File: config.mk
export PLATFORM = sky130hd
export DESIGN_NAME = dl_frame_sequencer
export DESIGN_NICKNAME = d
export VERILOG_FILES = /design/src/rtl/fec_pkg.sv /design/src/rtl/dl_baud_tick.sv /design/src/rtl/dl_frame_sequencer.sv
export SDC_FILE = /design/constraint.sdc
export NUM_CORES = 1
export LEC_CHECK = 0
export BUFFER_PORTS_ARGS = -buffer_cell sky130_fd_sc_hd__buf_2
export CORE_MARGIN = 2
export CORE_UTILIZATION = 44
export DETAILED_ROUTE_END_ITERATION = 12
export PLACE_DENSITY = 0.65
export SYNTH_ARGS = -nofsm -noshare
export SYNTH_HDL_FRONTEND = slang
export SYNTH_SLANG_ARGS = --single-unit
File: constraint.sdc
create_clock -name clk -period 8.7 [get_ports clk]
set_input_delay 0 -clock clk [delete_from_list [all_inputs] [get_ports clk]]
set_output_delay 0 -clock clk [all_outputs]
set_load 0.02 [all_outputs]
File: src/rtl/fec_pkg.sv
// fec_pkg: shared types and helpers for the downlink frame sequencer
package fec_pkg;
  typedef enum logic [2:0] {S_IDLE, S_PREAMBLE, S_PAYLOAD, S_GAP} dl_seq_state_t;
  localparam int DL_SEQ_MAX_MODES = 16;
  function automatic int dl_frame_bits(input int width_m1, input int depth_m1);
    return (width_m1 + 1) * (depth_m1 + 1);
  endfunction
endpackage

File: src/rtl/dl_baud_tick.sv
// dl_baud_tick: bit-period divider, ticks every div+1 cycles, restarts on clr
module dl_baud_tick #(
  parameter int DIV_WIDTH = 8
) (
  input  logic                 clk,
  input  logic                 rst_n,
  input  logic                 clr,
  input  logic [DIV_WIDTH-1:0] div,
  output logic                 tick
);
  logic [DIV_WIDTH-1:0] cnt;
  assign tick = cnt == div;
  always_ff @(posedge clk or negedge rst_n)
    if (!rst_n) cnt <= '0;
    else cnt <= (clr || tick) ? '0 : cnt + 1'b1;
endmodule

File: src/rtl/dl_frame_sequencer.sv
// dl_frame_sequencer: preamble/payload/gap serializer with repeats, abort and start rejection
module dl_frame_sequencer
  import fec_pkg::*;
#(
  parameter int DATA_WIDTH = 8,
  parameter int DATA_DEPTH = 8,
  parameter int NUM_MODES  = 4,
  parameter int DIV_WIDTH  = 8,
  parameter int PRE_WIDTH  = 6,
  parameter int GAP_WIDTH  = 8,
  parameter int REP_WIDTH  = 4,
  parameter logic [NUM_MODES-1:0] ERR_CLR_MASK = {{(NUM_MODES-1){1'b0}}, 1'b1},
  localparam int MODE_W = $clog2(NUM_MODES),
  localparam int WW = $clog2(DATA_WIDTH),
  localparam int DW = $clog2(DATA_DEPTH)
) (
  input  logic                             clk,
  input  logic                             rst_n,
  input  logic                             start,
  input  logic                             abort,
  input  logic [MODE_W-1:0]                mode,
  input  logic [NUM_MODES*WW-1:0]          width_tbl,
  input  logic [NUM_MODES*DW-1:0]          depth_tbl,
  input  logic [DATA_DEPTH*DATA_WIDTH-1:0] par_in,
  input  logic [DIV_WIDTH-1:0]             clk_div,
  input  logic [PRE_WIDTH-1:0]             pre_len,
  input  logic [GAP_WIDTH-1:0]             gap_len,
  input  logic [REP_WIDTH-1:0]             rep_cnt,
  input  logic                             err_inj_enable,
  output logic                             err_inj_clear,
  output logic                             busy,
  output logic                             done,
  output logic                             aborted,
  output logic                             cfg_err,
  output logic [REP_WIDTH-1:0]             frame_idx,
  output logic                             dl_out,
  output logic                             dl_en
);
  dl_seq_state_t state, state_n;
  logic [WW-1:0] width_l, wsel, c, c_n;
  logic [DW-1:0] depth_l, r, r_n;
  logic [DATA_DEPTH-1:0][DATA_WIDTH-1:0] par_l, psrc;
  logic [PRE_WIDTH-1:0] pre_l, psel, p, p_n;
  logic [GAP_WIDTH-1:0] gap_l, g, g_n;
  logic [REP_WIDTH-1:0] rep_l, f_n;
  logic [DIV_WIDTH-1:0] div_l;
  logic clr_l, mode_ok, accept, fr, tick;
  logic done_n, ab_n, cerr_n, iclr_n, en_n, out_n;

  assign busy = state != S_IDLE;

  dl_baud_tick #(.DIV_WIDTH(DIV_WIDTH)) u_tick (
    .clk  (clk),
    .rst_n(rst_n),
    .clr  (state == S_IDLE),
    .div  (div_l),
    .tick (tick)
  );

  // On the accepting edge the latches are not loaded yet, so the first bit comes from the inputs
  always_comb begin
    mode_ok = 32'(mode) < NUM_MODES;
    accept  = state == S_IDLE && start && !abort && mode_ok;
    wsel    = accept ? width_tbl[mode*WW +: WW] : width_l;
    psel    = accept ? pre_len : pre_l;
    psrc    = (state == S_IDLE) ? par_in : par_l;
    state_n = state;
    p_n     = p;
    g_n     = g;
    r_n     = r;
    c_n     = c;
    f_n     = frame_idx;
    fr      = 1'b0;
    done_n  = 1'b0;
    ab_n    = 1'b0;
    cerr_n  = 1'b0;
    iclr_n  = 1'b0;
    case (state)
      S_IDLE: begin
        cerr_n = start && !abort && !mode_ok;
        if (accept) begin
          f_n = '0;
          fr  = 1'b1;
        end
      end
      S_PREAMBLE: if (tick) begin
        if (p == pre_l - PRE_WIDTH'(1)) begin
          state_n = S_PAYLOAD;
          r_n     = '0;
          c_n     = width_l;
        end else p_n = p + 1'b1;
      end
      S_PAYLOAD: if (tick) begin
        if (c != '0) c_n = c - 1'b1;
        else if (r != depth_l) begin
          r_n = r + 1'b1;
          c_n = width_l;
        end else if (frame_idx < rep_l) begin
          f_n = frame_idx + 1'b1;
          if (gap_l != '0) begin
            state_n = S_GAP;
            g_n     = '0;
          end else fr = 1'b1;
        end else begin
          state_n = S_IDLE;
          done_n  = 1'b1;
          iclr_n  = clr_l;
        end
      end
      S_GAP: if (tick) begin
        if (g == gap_l - GAP_WIDTH'(1)) fr = 1'b1;
        else g_n = g + 1'b1;
      end
      default: state_n = S_IDLE;
    endcase
    if (fr) begin
      state_n = (psel != '0) ? S_PREAMBLE : S_PAYLOAD;
      p_n     = '0;
      r_n     = '0;
      c_n     = wsel;
    end
    if (abort && state != S_IDLE) begin
      state_n = S_IDLE;
      f_n     = '0;
      ab_n    = 1'b1;
      done_n  = 1'b0;
      iclr_n  = 1'b0;
    end
    en_n  = state_n == S_PREAMBLE || state_n == S_PAYLOAD;
    out_n = (state_n == S_PREAMBLE) ? ~p_n[0] : (state_n == S_PAYLOAD) ? psrc[r_n][c_n] : 1'b0;
  end

  always_ff @(posedge clk or negedge rst_n)
    if (!rst_n) begin
      state         <= S_IDLE;
      p             <= '0;
      g             <= '0;
      r             <= '0;
      c             <= '0;
      frame_idx     <= '0;
      dl_en         <= 1'b0;
      dl_out        <= 1'b0;
      done          <= 1'b0;
      aborted       <= 1'b0;
      cfg_err       <= 1'b0;
      err_inj_clear <= 1'b0;
      width_l       <= '0;
      depth_l       <= '0;
      par_l         <= '0;
      pre_l         <= '0;
      gap_l         <= '0;
      rep_l         <= '0;
      div_l         <= '0;
      clr_l         <= 1'b0;
    end else begin
      state         <= state_n;
      p             <= p_n;
      g             <= g_n;
      r             <= r_n;
      c             <= c_n;
      frame_idx     <= f_n;
      dl_en         <= en_n;
      dl_out        <= out_n;
      done          <= done_n;
      aborted       <= ab_n;
      cfg_err       <= cerr_n;
      err_inj_clear <= iclr_n;
      if (accept) begin
        width_l <= width_tbl[mode*WW +: WW];
        depth_l <= depth_tbl[mode*DW +: DW];
        par_l   <= par_in;
        pre_l   <= pre_len;
        gap_l   <= gap_len;
        rep_l   <= rep_cnt;
        div_l   <= clk_div;
        clr_l   <= err_inj_enable & ERR_CLR_MASK[mode];
      end
    end
endmodule

==> reports/results.txt <==
count of different cell masters after synthesis = 73
Vias/cell = 5.296
Diodes inserted = 0
Clk Tree Root Cell = clkbuf_16
Final Slew Violations = 0
setup TNS = 0 ns
Max VDD drop = 0.1349 mV
post-CTS setup buffers = 0
die width = 137.7 um
skew final = 0.007706 ns
Die H = 137.7 um
global route overflow = 0
vias in the first global route = 7182
Final HPWL DP = 14.26 mm
DR vias = 7308
synth warn = 0
CORE AREA = 0.01736 mm^2
Core Rows = 48
drt total wl = 21.64 mm
Crit. End Element = register
P_sw = 0.6185 mW
Worst-path clk slew = 0.06 ns
drt first pass iters = 5
Seq/Total Area, Yosys = 43.60%
Synth Area per Inst = 8.393 um^2
WP depth = 12
part of the power in combinational logic = 23.2%
worst hold path depth = 3
TritonCTS clock tree = done
FF+latch count, synth = 137
Final Cycle Share = 57.92%
Min-Delay Path Class = primary input to register
Synth Flop Type = dfrtp_1
largest net degree at the start of global routing = 86
total die area = 0.01896 mm^2
Starting Density = 45.31%
reg2reg path depth = 12
Setup violations, final = 0
Post-Synthesis Cell Area = 0.007864 mm^2
CP Buf/Inv Count = 1
sequential share of power = 41.4%
first-pass GRT wire length = 35.30 mm
slowest library cell on the worst path = inv_2
clock buffer depth = 2
internal power = 1.351 mW
Mapped Cells = 937
fill cell count = 1550
Pleak = 5.005 nW
CTS Buf Count = 17
io pins = 132
max-cap violations = 0
initial DRC count = 488
PwrDens = 193.7 mW/mm^2
critical path class = register to register
startpoint types = register
clock network power share = 35.5%
Layout area overhead = 29.31%
All-Layer GR Usage = 24.14%
later-pin clock latency in the skew report = 0.43 ns
slew of the pin with the lowest slew margin = 0.9597 ns
RSZ-0062 raised after global routing = false
worst endpoint required time = 8.99 ns
DRC = 0
run status = finished, final reports clean
Worst R2R Setup Slack = 3.66 ns
Post-synth EDFFs = 0
RePlAce Congestion = 0.8225
# port buffers = 130
htree depth = 4
initial antenna violation count = 0
Routed Antenna Nets = 0
final core occ = 58.59%
Fin. Hold Viols = 0
crit-path cells = or3_4, o31a_1, o22ai_2, nor2_2, o211ai_2, nand3_2, inv_2, mux4_2, mux2i_1, o2111a_1, a311oi_1, or4_1
ys async rst share = 100.0%
CP delay by family, top = simple AND/OR/NAND/NOR gates
relative slew slack = 34.19%
fmax = 0.1984 GHz
clock sinks = 137
worst-path fanout max = 41
share of cells above drive strength 1 = 18.01%
Worst Path Arrival = 5.33 ns
DR WL/cell = 15.68 um
post-layout min period = 5.039 ns
Net count, final = 1275
sw frac = 31.40%
CP peak stage delay = 0.82 ns
## placed cells by master, fill, tap and decap left out, types with 5 or more instances in the layout
| cell | count |
|---|---|
| a21oi_1 | 31 |
| a311oi_1 | 5 |
| a31oi_1 | 14 |
| and3_1 | 14 |
| buf_2 | 129 |
| buf_4 | 8 |
| clkbuf_16 | 17 |
| clkinvlp_4 | 7 |
| dfrtp_1 | 137 |
| dlygate4sd3_1 | 93 |
| ha_1 | 12 |
| inv_1 | 22 |
| mux2_2 | 8 |
| mux2i_1 | 21 |
| mux4_2 | 11 |
| nand2_1 | 344 |
| nand3_1 | 32 |
| nand4_1 | 16 |
| nor2_1 | 44 |
| nor3_1 | 12 |
| o211ai_1 | 6 |
| o21ai_0 | 36 |
| or3_1 | 8 |
| xnor2_1 | 20 |
| xor2_1 | 21 |
## cell usage after synthesis, types with 3 or more instances
cell	count	area (um^2)
nor2b_1	4	25.02
mux2i_1	21	210.2
buf_6	3	33.78
nand2_1	344	1291
nand3b_1	4	30.03
nand4_1	16	100.1
a31oi_1	14	87.58
mux2_2	8	90.09
a21oi_1	31	155.2
nor4_1	3	18.77
clkbuf_1	31	116.4
or3_1	8	50.05
o21a_1	3	22.52
a211oi_1	3	22.52
o211ai_1	6	45.04
dfrtp_1	137	3428
inv_1	22	82.58
mux4_2	11	247.7
o31a_1	3	26.28
nor2_1	44	165.2
xor2_1	21	183.9
a21boi_0	3	22.52
ha_1	12	150.1
nand3_1	32	160.2
and2_1	4	25.02
buf_2	7	35.03
a311oi_1	5	43.79
buf_4	3	22.52
nor3_1	13	65.06
and3_1	14	87.58
xnor2_1	20	175.2
o21ai_0	36	180.2
## cells by family (layout without fill, tap and decap cells)
group           after synthesis  in the layout  synth area share (%)
compound gates              128            128                 10.52
xor+xnor                     42             42                 4.853
fa+ha+maj                    12             12                 1.909
buf+inv                      71            288                 4.089
flops                       137            137                 43.60
mux                          41             41                 7.112
other cells                   1              2               0.04769
simple gates                505            505                 27.88
## cell type report
type / instances / area [um^2] / share of cell area [%]
clock buffers: 19 / 452.9 / 4.454
clock inverters: 13 / 122.6 / 1.206
inverters: 25 / 106.4 / 1.046
multi-input cells: 730 / 4129 / 40.61
flip-flops and latches: 137 / 3428 / 33.71
well taps: 225 / 281.5 / 2.769
repair buffers: 231 / 1648 / 16.21
## routing by layer
layer | share of wire (%) | wire length [um] | vias up | GRT usage (%)
met4 | 2.8 | 597 | 0 | 8.992
li1 | - | - | 3594 | -
met2 | 49 | 10540 | 233 | 40.44
met1 | 44 | 9449 | 3434 | 30.54
met3 | 4.9 | 1060 | 47 | 5.372
met5 | 0 | 0 | - | 0
## state kept, by name (all words and copies together) (netlist names), 4 cells and up
register and count:
div_l 8, frame_idx 4, g 8, gap_l 8, p 6, par_l 64, pre_l 6, rep_l 4
u_tick.cnt 8
## worst paths after layout
kind / to / startpoint
worst min-delay path: depth_l[0] / depth_tbl[9]
worst max-delay path: dl_out / pre_l[0]
min in group asynchronous: u_tick.cnt[4] / rst_n
worst min register to register: par_l[62] / par_l[62]
max in group asynchronous: par_l[35] / rst_n
worst max register to register: dl_out / pre_l[0]
## worst reg2reg max path, delay by kind of cell (launching register included)
family,cells,cell delay [ns]
multiplexers,2,0.79
AO/OA/AOI/OAI,5,1.26
flip-flops,1,0.40
buffers and inverters,1,0.82
AND/OR/NAND/NOR,4,1.62
## power by group through the flow
stage | combinational (mW) | clock (mW) | sequential [mW]
after floorplan | 0.302 | 0 | 0.805
after global placement | 0.414 | 0 | 0.823
after detailed placement | 0.421 | 0 | 0.825
after CTS | 0.456 | 0.716 | 0.815
after global routing | 0.515 | 0.744 | 0.828
final | 0.456 | 0.699 | 0.815
## per-stage QoR
step | total power [mW] | setup WS [ns] | hold slack, ns | cell area (um^2) | instances
finish | 1.970 | 3.661 | 0.02218 | 10170 | 1380
CTS | 1.986 | 3.627 | 0.004250 | 10170 | 1380
global route | 2.087 | 3.274 | 0.01684 | 10170 | 1380
detailed placement | 1.246 | 3.640 | 0.01950 | 8662 | 1255
floorplan | 1.106 | 5.182 | -0.2956 | 7868 | 938
global placement | 1.237 | 3.785 | 0.01679 | 8662 | 1255
## repair_timing
| action | in CTS | in global routing |
|---|---|---|
| hold buffers | 93 | 0 |
| endpoints found under the hold margin | 158 | 0 |
| gates resized for setup | 0 | 0 |
(Power assumes the default switching activity.)
